## config.mk

```make
export PLATFORM = sky130hd
export DESIGN_NAME = ysyx_041514_mem_databuff
export DESIGN_NICKNAME = d
export VERILOG_FILES = /design/src/rtl/ysyx_041514_mem_databuff.sv
export SDC_FILE = /design/constraint.sdc
export NUM_CORES = 1
export LEC_CHECK = 0
export CORE_ASPECT_RATIO = 2
export CORE_MARGIN = 2
export CORE_UTILIZATION = 25
export DETAILED_ROUTE_END_ITERATION = 8
export PLACE_DENSITY = 0.57
export SLEW_MARGIN = 20
export SYNTH_ARGS = -nofsm -noshare
export SYNTH_HDL_FRONTEND = slang
export SYNTH_SLANG_ARGS = --single-unit
```

## constraint.sdc

```tcl
create_clock -name clk -period 1.7 [get_ports clk]
set_input_delay 0.425 -clock clk [delete_from_list [all_inputs] [get_ports clk]]
set_output_delay 0.425 -clock clk [all_outputs]
set_load 0.01 [all_outputs]
```

## src/rtl/ysyx_041514_mem_databuff.sv

```systemverilog
// Memory-stage holding buffer: keeps load data and fence.i completion
// that arrive during an external stall until the instruction leaves.
module ysyx_041514_mem_databuff #(
  parameter int XLEN = 64
) (
  input  logic            clk,
  input  logic            rst,
  input  logic            mem_stall_i,
  input  logic            mem_flush_i,
  input  logic [XLEN-1:0] pc_i,
  input  logic            mem_data_ready_i,
  input  logic [XLEN-1:0] mem_data_i,
  input  logic            mem_fencei_ready_i,
  output logic            rdata_buff_valid_o,
  output logic [XLEN-1:0] rdata_buff_o,
  output logic            mem_fencei_buff_valid_o,
  output logic            mem_fencei_ready_buff_o,
  output logic [XLEN-1:0] buff_pc_o
);

  typedef enum logic {
    EMPTY = 1'b0,
    FULL  = 1'b1
  } state_t;

  state_t          d_state, d_next;
  state_t          f_state, f_next;
  logic [XLEN-1:0] data_q, data_d;
  logic [XLEN-1:0] tag_q, tag_d;
  logic            leave;
  logic            stale;
  logic            d_cap;
  logic            f_cap;

  always_comb begin
    leave  = ~mem_stall_i | mem_flush_i;
    stale  = pc_i != tag_q;
    d_cap  = mem_data_ready_i & mem_stall_i & ~mem_flush_i;
    f_cap  = mem_fencei_ready_i & mem_stall_i & ~mem_flush_i;
    d_next = d_state;
    f_next = f_state;
    data_d = data_q;
    tag_d  = tag_q;

    // Release beats capture; a response while FULL is never taken.
    unique case (d_state)
      EMPTY: begin
        if (d_cap) begin
          d_next = FULL;
          data_d = mem_data_i;
          tag_d  = pc_i;
        end
      end
      FULL: begin
        if (leave | stale) d_next = EMPTY;
      end
      default: d_next = EMPTY;
    endcase

    unique case (f_state)
      EMPTY: begin
        if (f_cap) begin
          f_next = FULL;
          tag_d  = pc_i;
        end
      end
      FULL: begin
        if (leave | stale) f_next = EMPTY;
      end
      default: f_next = EMPTY;
    endcase
  end

  always_ff @(posedge clk) begin
    if (rst) begin
      d_state <= EMPTY;
      f_state <= EMPTY;
      data_q  <= '0;
      tag_q   <= '0;
    end else begin
      d_state <= d_next;
      f_state <= f_next;
      data_q  <= data_d;
      tag_q   <= tag_d;
    end
  end

  assign rdata_buff_valid_o      = d_state == FULL;
  assign rdata_buff_o            = data_q;
  assign mem_fencei_buff_valid_o = f_state == FULL;
  assign mem_fencei_ready_buff_o = f_state == FULL;
  assign buff_pc_o               = tag_q;

endmodule

```

Word-level counts from Yosys, hierarchy flattened:

Index checks and enable logic that the tools add are counted.

* register bits: 130
* bits in latches: 0
* memory bits (writable): 0
* bits in read-only memories: 0
* output and inout bits: 131
* memories: 0

* add/subtract/negate cells: 0
* multiply operators: 0
* div/mod/pow operators: 0
* order comparisons: 0
* eq/ne operators: 1
* shifts and indexed selects: 0
* muxes and demuxes: 9
* bitwise gates (word level): 10
* reduce and logical (&&, ||, !) cells: 1

Operators with widths (number)
* two-way mux 64 bit: 4
* inequality test 64 bit: 1
* AND 1 bit: 4
* NOT 1 bit: 4
* one-hot mux 1 bit (2 select lines): 2
* two-way mux 1 bit: 3
* OR 1 bit: 2
* AND reduction 2 bit: 1

Logic depth before layout (Yosys ltp):

Gate-level depths: netlist of run 1.

* word-level depth: 6
* depth in mapped cells: 6
* mapped depth without buffers: 5

Worst setup path after synthesis of run 1:

No wires, ideal clock.

* path kind: input port to flip-flop
* start: in mem_stall_i
* end: reg tag_q[33], in the netlist buff_pc_o[33]
* setup time: 0.070 ns
* arrival: 1.336 ns
* required time: 1.630 ns
* path slack: 0.293 ns
* stages on the path: 6
* cells stage by stage: nor2b_4 and3b_4 a21oi_4 buf_6 nand2_1 a21oi_2

* word-level cells in the longest chain between the ends: 6
* elaborated cells on any way between the ends: 8

RTL lines
* from (decl): RTL line 8 `input logic mem_stall_i,`
* AND 1 bit (2 in series): RTL line 38 `d_cap = mem_data_ready_i & mem_stall_i & ~mem_flush_i;`
* two-way mux 64 bit: RTL line 48 `if (d_cap) begin`
* two-way mux 64 bit: RTL line 46 `unique case (d_state)`
* two-way mux 64 bit: RTL line 62 `if (f_cap) begin`
* two-way mux 64 bit (*): RTL line 60 `unique case (f_state)`
* to (signal assigned): RTL line 84 `tag_q <= tag_d;`
* to (decl): RTL line 29 `logic [XLEN-1:0] tag_q, tag_d;`

Mark *: on every way between the ends. The rest lies on a longest branch, timed or not.
A chain may end at the register's enable or synchronous reset.

Final worst setup path of run 1:

* start: in pc_i[47]
* end: reg d_state, in the netlist rdata_buff_valid_o

* word-level cells in the longest chain between the ends: 4

RTL lines
* from (decl): RTL line 10 `input logic [XLEN-1:0] pc_i,`
* inequality test 64 bit: RTL line 37 `stale = pc_i != tag_q;`
* OR 1 bit: RTL line 55 `if (leave | stale) d_next = EMPTY;`
* two-way mux 1 bit: RTL line 55
* one-hot mux 1 bit (2 select lines): RTL line 46
* to (signal assigned): RTL line 81 `d_state <= d_next;`
* to (decl): RTL line 26 `state_t d_state, d_next;`

Every way passes these cells.

==> qor.yml, run 1 <==
worst_setup_path:
  crit_type: "in -> reg"
  cp-start-kind: "input pin"
  crit_slowest_cell: "clkdlybuf4s50_1"
  cp-startpoint: "pc_i[47]"
  timing.rr.end: "rdata_buff_valid_o"
  reg2reg_from: "buff_pc_o[37]"
  r2r_cells: 6
  critPathCapture: "rdata_buff_valid_o"
  ff2ff_setup_slack_ns: 0.10
  crit_chain: "clkdlybuf4s50_1 > inv_2 > a2111oi_4 > buf_4 > o2111a_1 > nand4_1 > o22ai_1"
  required_ns: 2.05
  cp-end-kind: "flop"
  cp_max_fo: 2
  slowest_delay_ns: 0.52
  cp.arrival_ns: 2.00
detailed_routing:
  vias: 5355
  ant_nets: 0
  firstDrtPassIters: 4
  dr.first_iter.drc_count: 237
  wl_per_cell_um: 16.2
  drcViolationCount: 0
  vias_per_cell: 4.37
  routed_wl_um: 19800
placement:
  dp_hpwl_um: 14400
  gp_congestion: 0.812
  place.port_buffers: 264
  dp_slack_ns: -0.521
floorplanning:
  die_area_um2: 23000
  die_w_um: 108
  core_region_area_um2: 21500
  num_rows: 76
  pin_count: 265
  start_util_pct: 25.3
  dieHeight_um: 213
sta:
  fin_setup_tns_ns: 0
  slew_headroom_pct: 52.1
  finalHoldViolations: 0
  timing.final.crit_share_pct: 97.1
  finalSetupViolCount: 0
  fmax_ghz: 0.606
  tightest_slew_ns: 0.719
  fin_skew_ns: 0.00639
  setup_ws_ns: 0.0500
  period_minus_slack_ns: 1.65
  holdWs_ns: 0.326
  slew_violations: 0
  grt_setup_unrepaired: "no"
global_routing:
  grt_use_met3_pct: 4.75
  grt_pass1_wl_um: 29600
  grt_max_degree: 130
  use_met1_pct: 17.6
  grt_usage_pct: 17.3
  grt_pass1_vias: 5321
  met2_usage_pct: 32.3
  grt_overflow: 0
  grt.busiest_layer: "met2"
  antenna_found_initial: 1
cts:
  clock-sinks: 130
  clk_path_buf_depth: 2
  cts_made_buffers: 17
  post_cts_buffers: 0
  cts_max_level: 4
  clk_pin_slew_ns: 0.06
  worst_skew_pair.late_latency_ns: 0.43
  cts_tree: "yes"
  cts_root_buffer: "clkbuf_16"
pwr:
  p_int_mw: 6.10
  power_density_nw_per_um2: 919
  vdd_drop_max_v: 0.000603
  p_sw_mw: 2.15
  switching_share_pct: 26.0
  p_seq_share_pct: 39.7
  combPwrFrac_pct: 15.0
  clock_power_share_pct: 45.3
  p_leak_nw: 3.71
finish:
  area_growth_pct: 65.0
  nets: 1072
  final_common_cell: "nand2_1"
  drive_gt1_share_pct: 11.7
  final_cell_mix: "nand2_1 (258), clkdlybuf4s50_1 (131), dlygate4sd2_1 (131), dfxtp_1 (128), a21oi_1 (90)"
yosys:
  synthCells: 667
  synth-seq-cells: 130
  synth.distinct_cells: 32
  ys_seq_area_share_pct: 47.8
  netlist_area_um2: 5440
  avgSynthCellArea_um2: 8.16
  yosysWarnings: 0
  syn_nets: 801
min_path:
  hp-class: "in -> reg"
  whs_path_depth: 3
status:
  status: "finished clean"
job:
  maxCapViolCount: 0
cell type report:
| cell class | instances | area, µm² |
|---|---|---|
| Fill cell | 2196 | 12500 |
| Timing Repair Buffer | 293 | 2800 |
| Sequential cell | 130 | 2610 |
| Multi-Input combinational cell | 487 | 2590 |
| Clock buffer | 19 | 453 |
| Tap cell | 273 | 342 |
| Clock inverter | 13 | 153 |
| Inverter | 9 | 33.8 |
| Antenna cell | 1 | 2.50 |
critical path, delay by kind of cell:
family	cells	cell delay [ns]
buf+inv	3	0.76
compound gates	3	0.70
simple gates	1	0.12
synthesized netlist by cell type, drive strengths merged:
library cell  number  area [µm²]
nand3              1        5.00
nand2            259         975
nor2               2        7.51
nor2b              4        32.5
xor2              10        87.6
nor3b              1        7.51
nor3               1        5.00
nand4             13        81.3
a2111oi            1        15.0
o2111ai            2        17.5
o2111a             1        11.3
a22oi              2        15.0
and3b              1        12.5
o21ai              1        5.00
and4               1        8.76
clkbuf            15        56.3
xnor2             43         377
o22ai              3        18.8
nor4               4        25.0
nand3b             1        7.51
nand2b             6        37.5
inv                9        33.8
a21oi            129         800
a221oi             1        8.76
dfxtp            130        2600
buf               26         188
routing by layer:
metal  up-vias  wire (µm)  share of wire, %
li1       2716          -                 -
met1      2466       7320                37
met2       154      11000                56
met3        19       1080               5.5
met4         0        386               1.9
met5         -          0                 0
worst min-delay path by stage:
stage / from / endpoint / slack (ns)
after CTS: rst / mem_fencei_buff_valid_o / 0.40
after global routing: pc_i[37] / buff_pc_o[37] / 0.34
after floorplan: rdata_buff_o[0] / rdata_buff_o[0] / 0.48
after global placement: rdata_buff_o[50] / rdata_buff_o[50] / 0.44
after detailed placement: rdata_buff_o[54] / rdata_buff_o[54] / 0.45
final: pc_i[37] / buff_pc_o[37] / 0.33
state kept, by name, indices dropped and copies added (netlist names):
register and flops:
buff_pc_o 64, rdata_buff_o 64, mem_fencei_buff_valid_o 1, rdata_buff_valid_o 1
cells by family after synthesis:
family | count (synthesis) | share of synthesized area (%)
simple gates | 294 | 22.1
buf+inv | 50 | 5.11
flops | 130 | 47.8
xor+xnor | 53 | 8.53
compound gates | 140 | 16.4
power groups by stage:
| stage | logic, mW | clock network, mW | registers, mW |
|---|---|---|---|
| floorplan | 0.472 | 0 | 3.40 |
| finish | 1.24 | 3.73 | 3.28 |
| CTS | 1.26 | 3.87 | 3.28 |
| global route | 1.35 | 3.99 | 3.29 |
| global placement | 1.33 | 0 | 3.34 |
| detailed placement | 1.34 | 0 | 3.35 |
through the flow:
| stage | cells | area (µm²) | total power, mW | util (%) |
|---|---|---|---|---|
| floorplan | 667 | 5440 | 3.87 | - |
| global placement | 1192 | 8500 | 4.68 | 39.5 |
| detailed placement | 1192 | 8500 | 4.68 | 39.5 |
| CTS | 1224 | 8950 | 8.41 | 41.7 |
| global route | 1225 | 8980 | 8.63 | 41.8 |
| finish | 1225 | 8980 | 8.25 | 41.8 |
repair_timing:
item	4_1_cts	5_1_grt
pin swaps	0	3
resized for setup	134	5
hold buffers	0	0
endpoints found under the setup margin	133	2
No activity file was read; power rests on OpenSTA's default activity.
==> run 2, diff against run 1 <==
--- a/config.mk
+++ b/config.mk
@@ -9,7 +9,7 @@
 export CORE_MARGIN = 2
 export CORE_UTILIZATION = 25
 export DETAILED_ROUTE_END_ITERATION = 8
-export PLACE_DENSITY = 0.57
+export PLACE_DENSITY = 0.62
 export SLEW_MARGIN = 20
 export SYNTH_ARGS = -nofsm -noshare
 export SYNTH_HDL_FRONTEND = slang
==> run 2 against run 1 <==
Against the previous run:
- via count up 0.39%
- sequential cell count did not move
- worst setup slack improved by 0.0042 ns
- critical path type unchanged
==> qor.yml, run 2 (synthesized netlist as in run 1, its figures left out) <==
pwr:
  vdd_drop_max_v: 0.000582  # was 0.000603 V
  total_power_mw: 8.10  # was 8.25 mW
  p_leak_nw: 3.71  # about the same
  power_density_nw_per_um2: 904  # was 919 nW/µm²
floorplanning:
  num_rows: 76  # unchanged
  dieHeight_um: 213  # unchanged
  pin_count: 265  # unchanged
  die_w_um: 108  # unchanged
  core_region_area_um2: 21500  # unchanged
  die_area_um2: 23000  # unchanged
  start_util_pct: 25.3  # unchanged
sta:
  fin_setup_tns_ns: 0  # unchanged
  slew_violations: 0  # unchanged
  timing.final.crit_share_pct: 96.8  # was 97.1%
  grt_setup_unrepaired: "no"  # unchanged
  fin_skew_ns: 0.00816  # was 0.00639 ns
  finalHoldViolations: 0  # unchanged
  finalSetupViolCount: 0  # unchanged
  tightest_slew_ns: 0.716  # was 0.719 ns
  period_minus_slack_ns: 1.65  # about the same
  fmax_ghz: 0.608  # was 0.606 GHz
  slew_headroom_pct: 52.2  # was 52.1%
detailed_routing:
  firstDrtPassIters: 4  # unchanged
  drcViolationCount: 0  # unchanged
  ant_nets: 0  # unchanged
  dr.first_iter.drc_count: 186  # was 237
  wl_per_cell_um: 15.7  # was 16.2 µm
  vias_per_cell: 4.38  # was 4.37
  routed_wl_um: 19300  # was 19800 µm
  vias: 5376  # was 5355
finish:
  final_common_cell: "nand2_1"  # unchanged
  fillers: 2230  # was 2196
  drive_gt1_share_pct: 11.5  # was 11.7%
  area_growth_pct: 64.7  # was 65.0%
  final_cell_mix: "nand2_1 (258), clkdlybuf4s50_1 (131), dlygate4sd2_1 (131), dfxtp_1 (129), a21oi_1 (90)"  # was nand2_1 (258), clkdlybuf4s50_1 (131), dlygate4sd2_1 (131), dfxtp_1 (128), a21oi_1 (90)
  nets: 1073  # was 1072
placement:
  place.port_buffers: 264  # unchanged
  dp_hpwl_um: 14300  # was 14400 µm
  gp_congestion: 0.807  # was 0.812
worst_setup_path:
  cp-start-kind: "input pin"  # unchanged
  crit_type: "in -> reg"  # unchanged
  required_ns: 2.05  # about the same
  crit_slowest_cell: "clkdlybuf4s50_1"  # unchanged
  crit_chain: "clkdlybuf4s50_1 > inv_1 > a2111oi_4 > buf_4 > o2111a_1 > nand4_1 > o21ai_1"  # was clkdlybuf4s50_1 > inv_2 > a2111oi_4 > buf_4 > o2111a_1 > nand4_1 > o22ai_1
  slowest_delay_ns: 0.52  # about the same
  cp-end-kind: "flop"  # unchanged
  cp_max_fo: 2  # unchanged
  cp.arrival_ns: 1.99  # was 2.00 ns
global_routing:
  grt_max_degree: 130  # unchanged
  grt_usage_pct: 16.9  # was 17.3%
  grt_overflow: 0  # unchanged
  grt_pass1_vias: 5228  # was 5321
  grt_pass1_wl_um: 28600  # was 29600 µm
  antenna_found_initial: 2  # was 1
job:
  maxCapViolCount: 0  # unchanged
cts:
  cts_max_level: 4  # unchanged
  cts_tree: "yes"  # unchanged
  cts_root_buffer: "clkbuf_16"  # unchanged
  cts_hold_buf: 0  # unchanged
  clk_pin_slew_ns: 0.06  # about the same
  cts_made_buffers: 17  # unchanged
  post_cts_buffers: 0  # unchanged
  worst_skew_pair.late_latency_ns: 0.43  # about the same
  clk_path_buf_depth: 2  # unchanged
  clock-sinks: 130  # unchanged
min_path:
  hp-class: "in -> reg"  # unchanged
status:
  status: "finished clean"  # unchanged
## run 2: path summary, 6_finish.rpt
path | slack, ns | start | cells after the start | endpoint
setup / recovery | 0.05 | pc_i[47] | 7 | mem_fencei_buff_valid_o
hold / removal | 0.32 | pc_i[37] | 3 | buff_pc_o[37]
setup reg to reg | 0.18 | buff_pc_o[37] | 6 | mem_fencei_buff_valid_o
hold reg to reg | 0.45 | rdata_buff_o[50] | 2 | rdata_buff_o[50]
## run 2: repair_timing
action,in CTS,in global routing
endpoints found under the setup margin,133,2
gates resized for setup,132,6
pin swaps,2,4
## run 2: metrics by stage
stage	utilization [%]	hold slack, ns	cell area [µm²]	worst slack [ns]	std cells
floorplan	-	0.481	5440	0.293	667
global placement	39.6	0.441	8500	-0.405	1193
detailed placement	39.6	0.446	8500	-0.474	1193
CTS	41.5	0.430	8920	0.0162	1224
global route	41.7	0.299	8960	0.000673	1226
finish	41.7	0.324	8960	0.0542	1227
## run 2: report_power, final
part	switching [mW]	internal (mW)	total, mW
sequential	0.0950	3.18	3.28
clock	1.39	2.19	3.59
combinational	0.579	0.662	1.24
## run 2: layout make-up
cell class / instances / area [µm²] / area share (%)
antenna: 3 / 7.51 / 0.0838
tap: 273 / 342 / 3.81
clock buffer: 19 / 443 / 4.94
sequential: 130 / 2600 / 29.1
multi-input combinational: 487 / 2590 / 29.0
clock inverter: 12 / 134 / 1.49
inverter: 9 / 33.8 / 0.377
timing repair buffer: 294 / 2800 / 31.3
## run 2: metal layers
| metal | vias to the layer above | GRT usage (%) | part of all wire [%] |
|---|---|---|---|
| met4 | 0 | 9.95 | 3.7 |
| li1 | 2719 | - | - |
| met1 | 2438 | 16.9 | 37 |
| met3 | 36 | 4.48 | 5.8 |
| met5 | - | 0 | 0 |
| met2 | 183 | 30.5 | 54 |
## run 2: critical path, delay by kind of cell
kind / cells / cell delay [ns]
compound gates: 3 / 0.68
buf+inv: 3 / 0.78
simple gates: 1 / 0.11
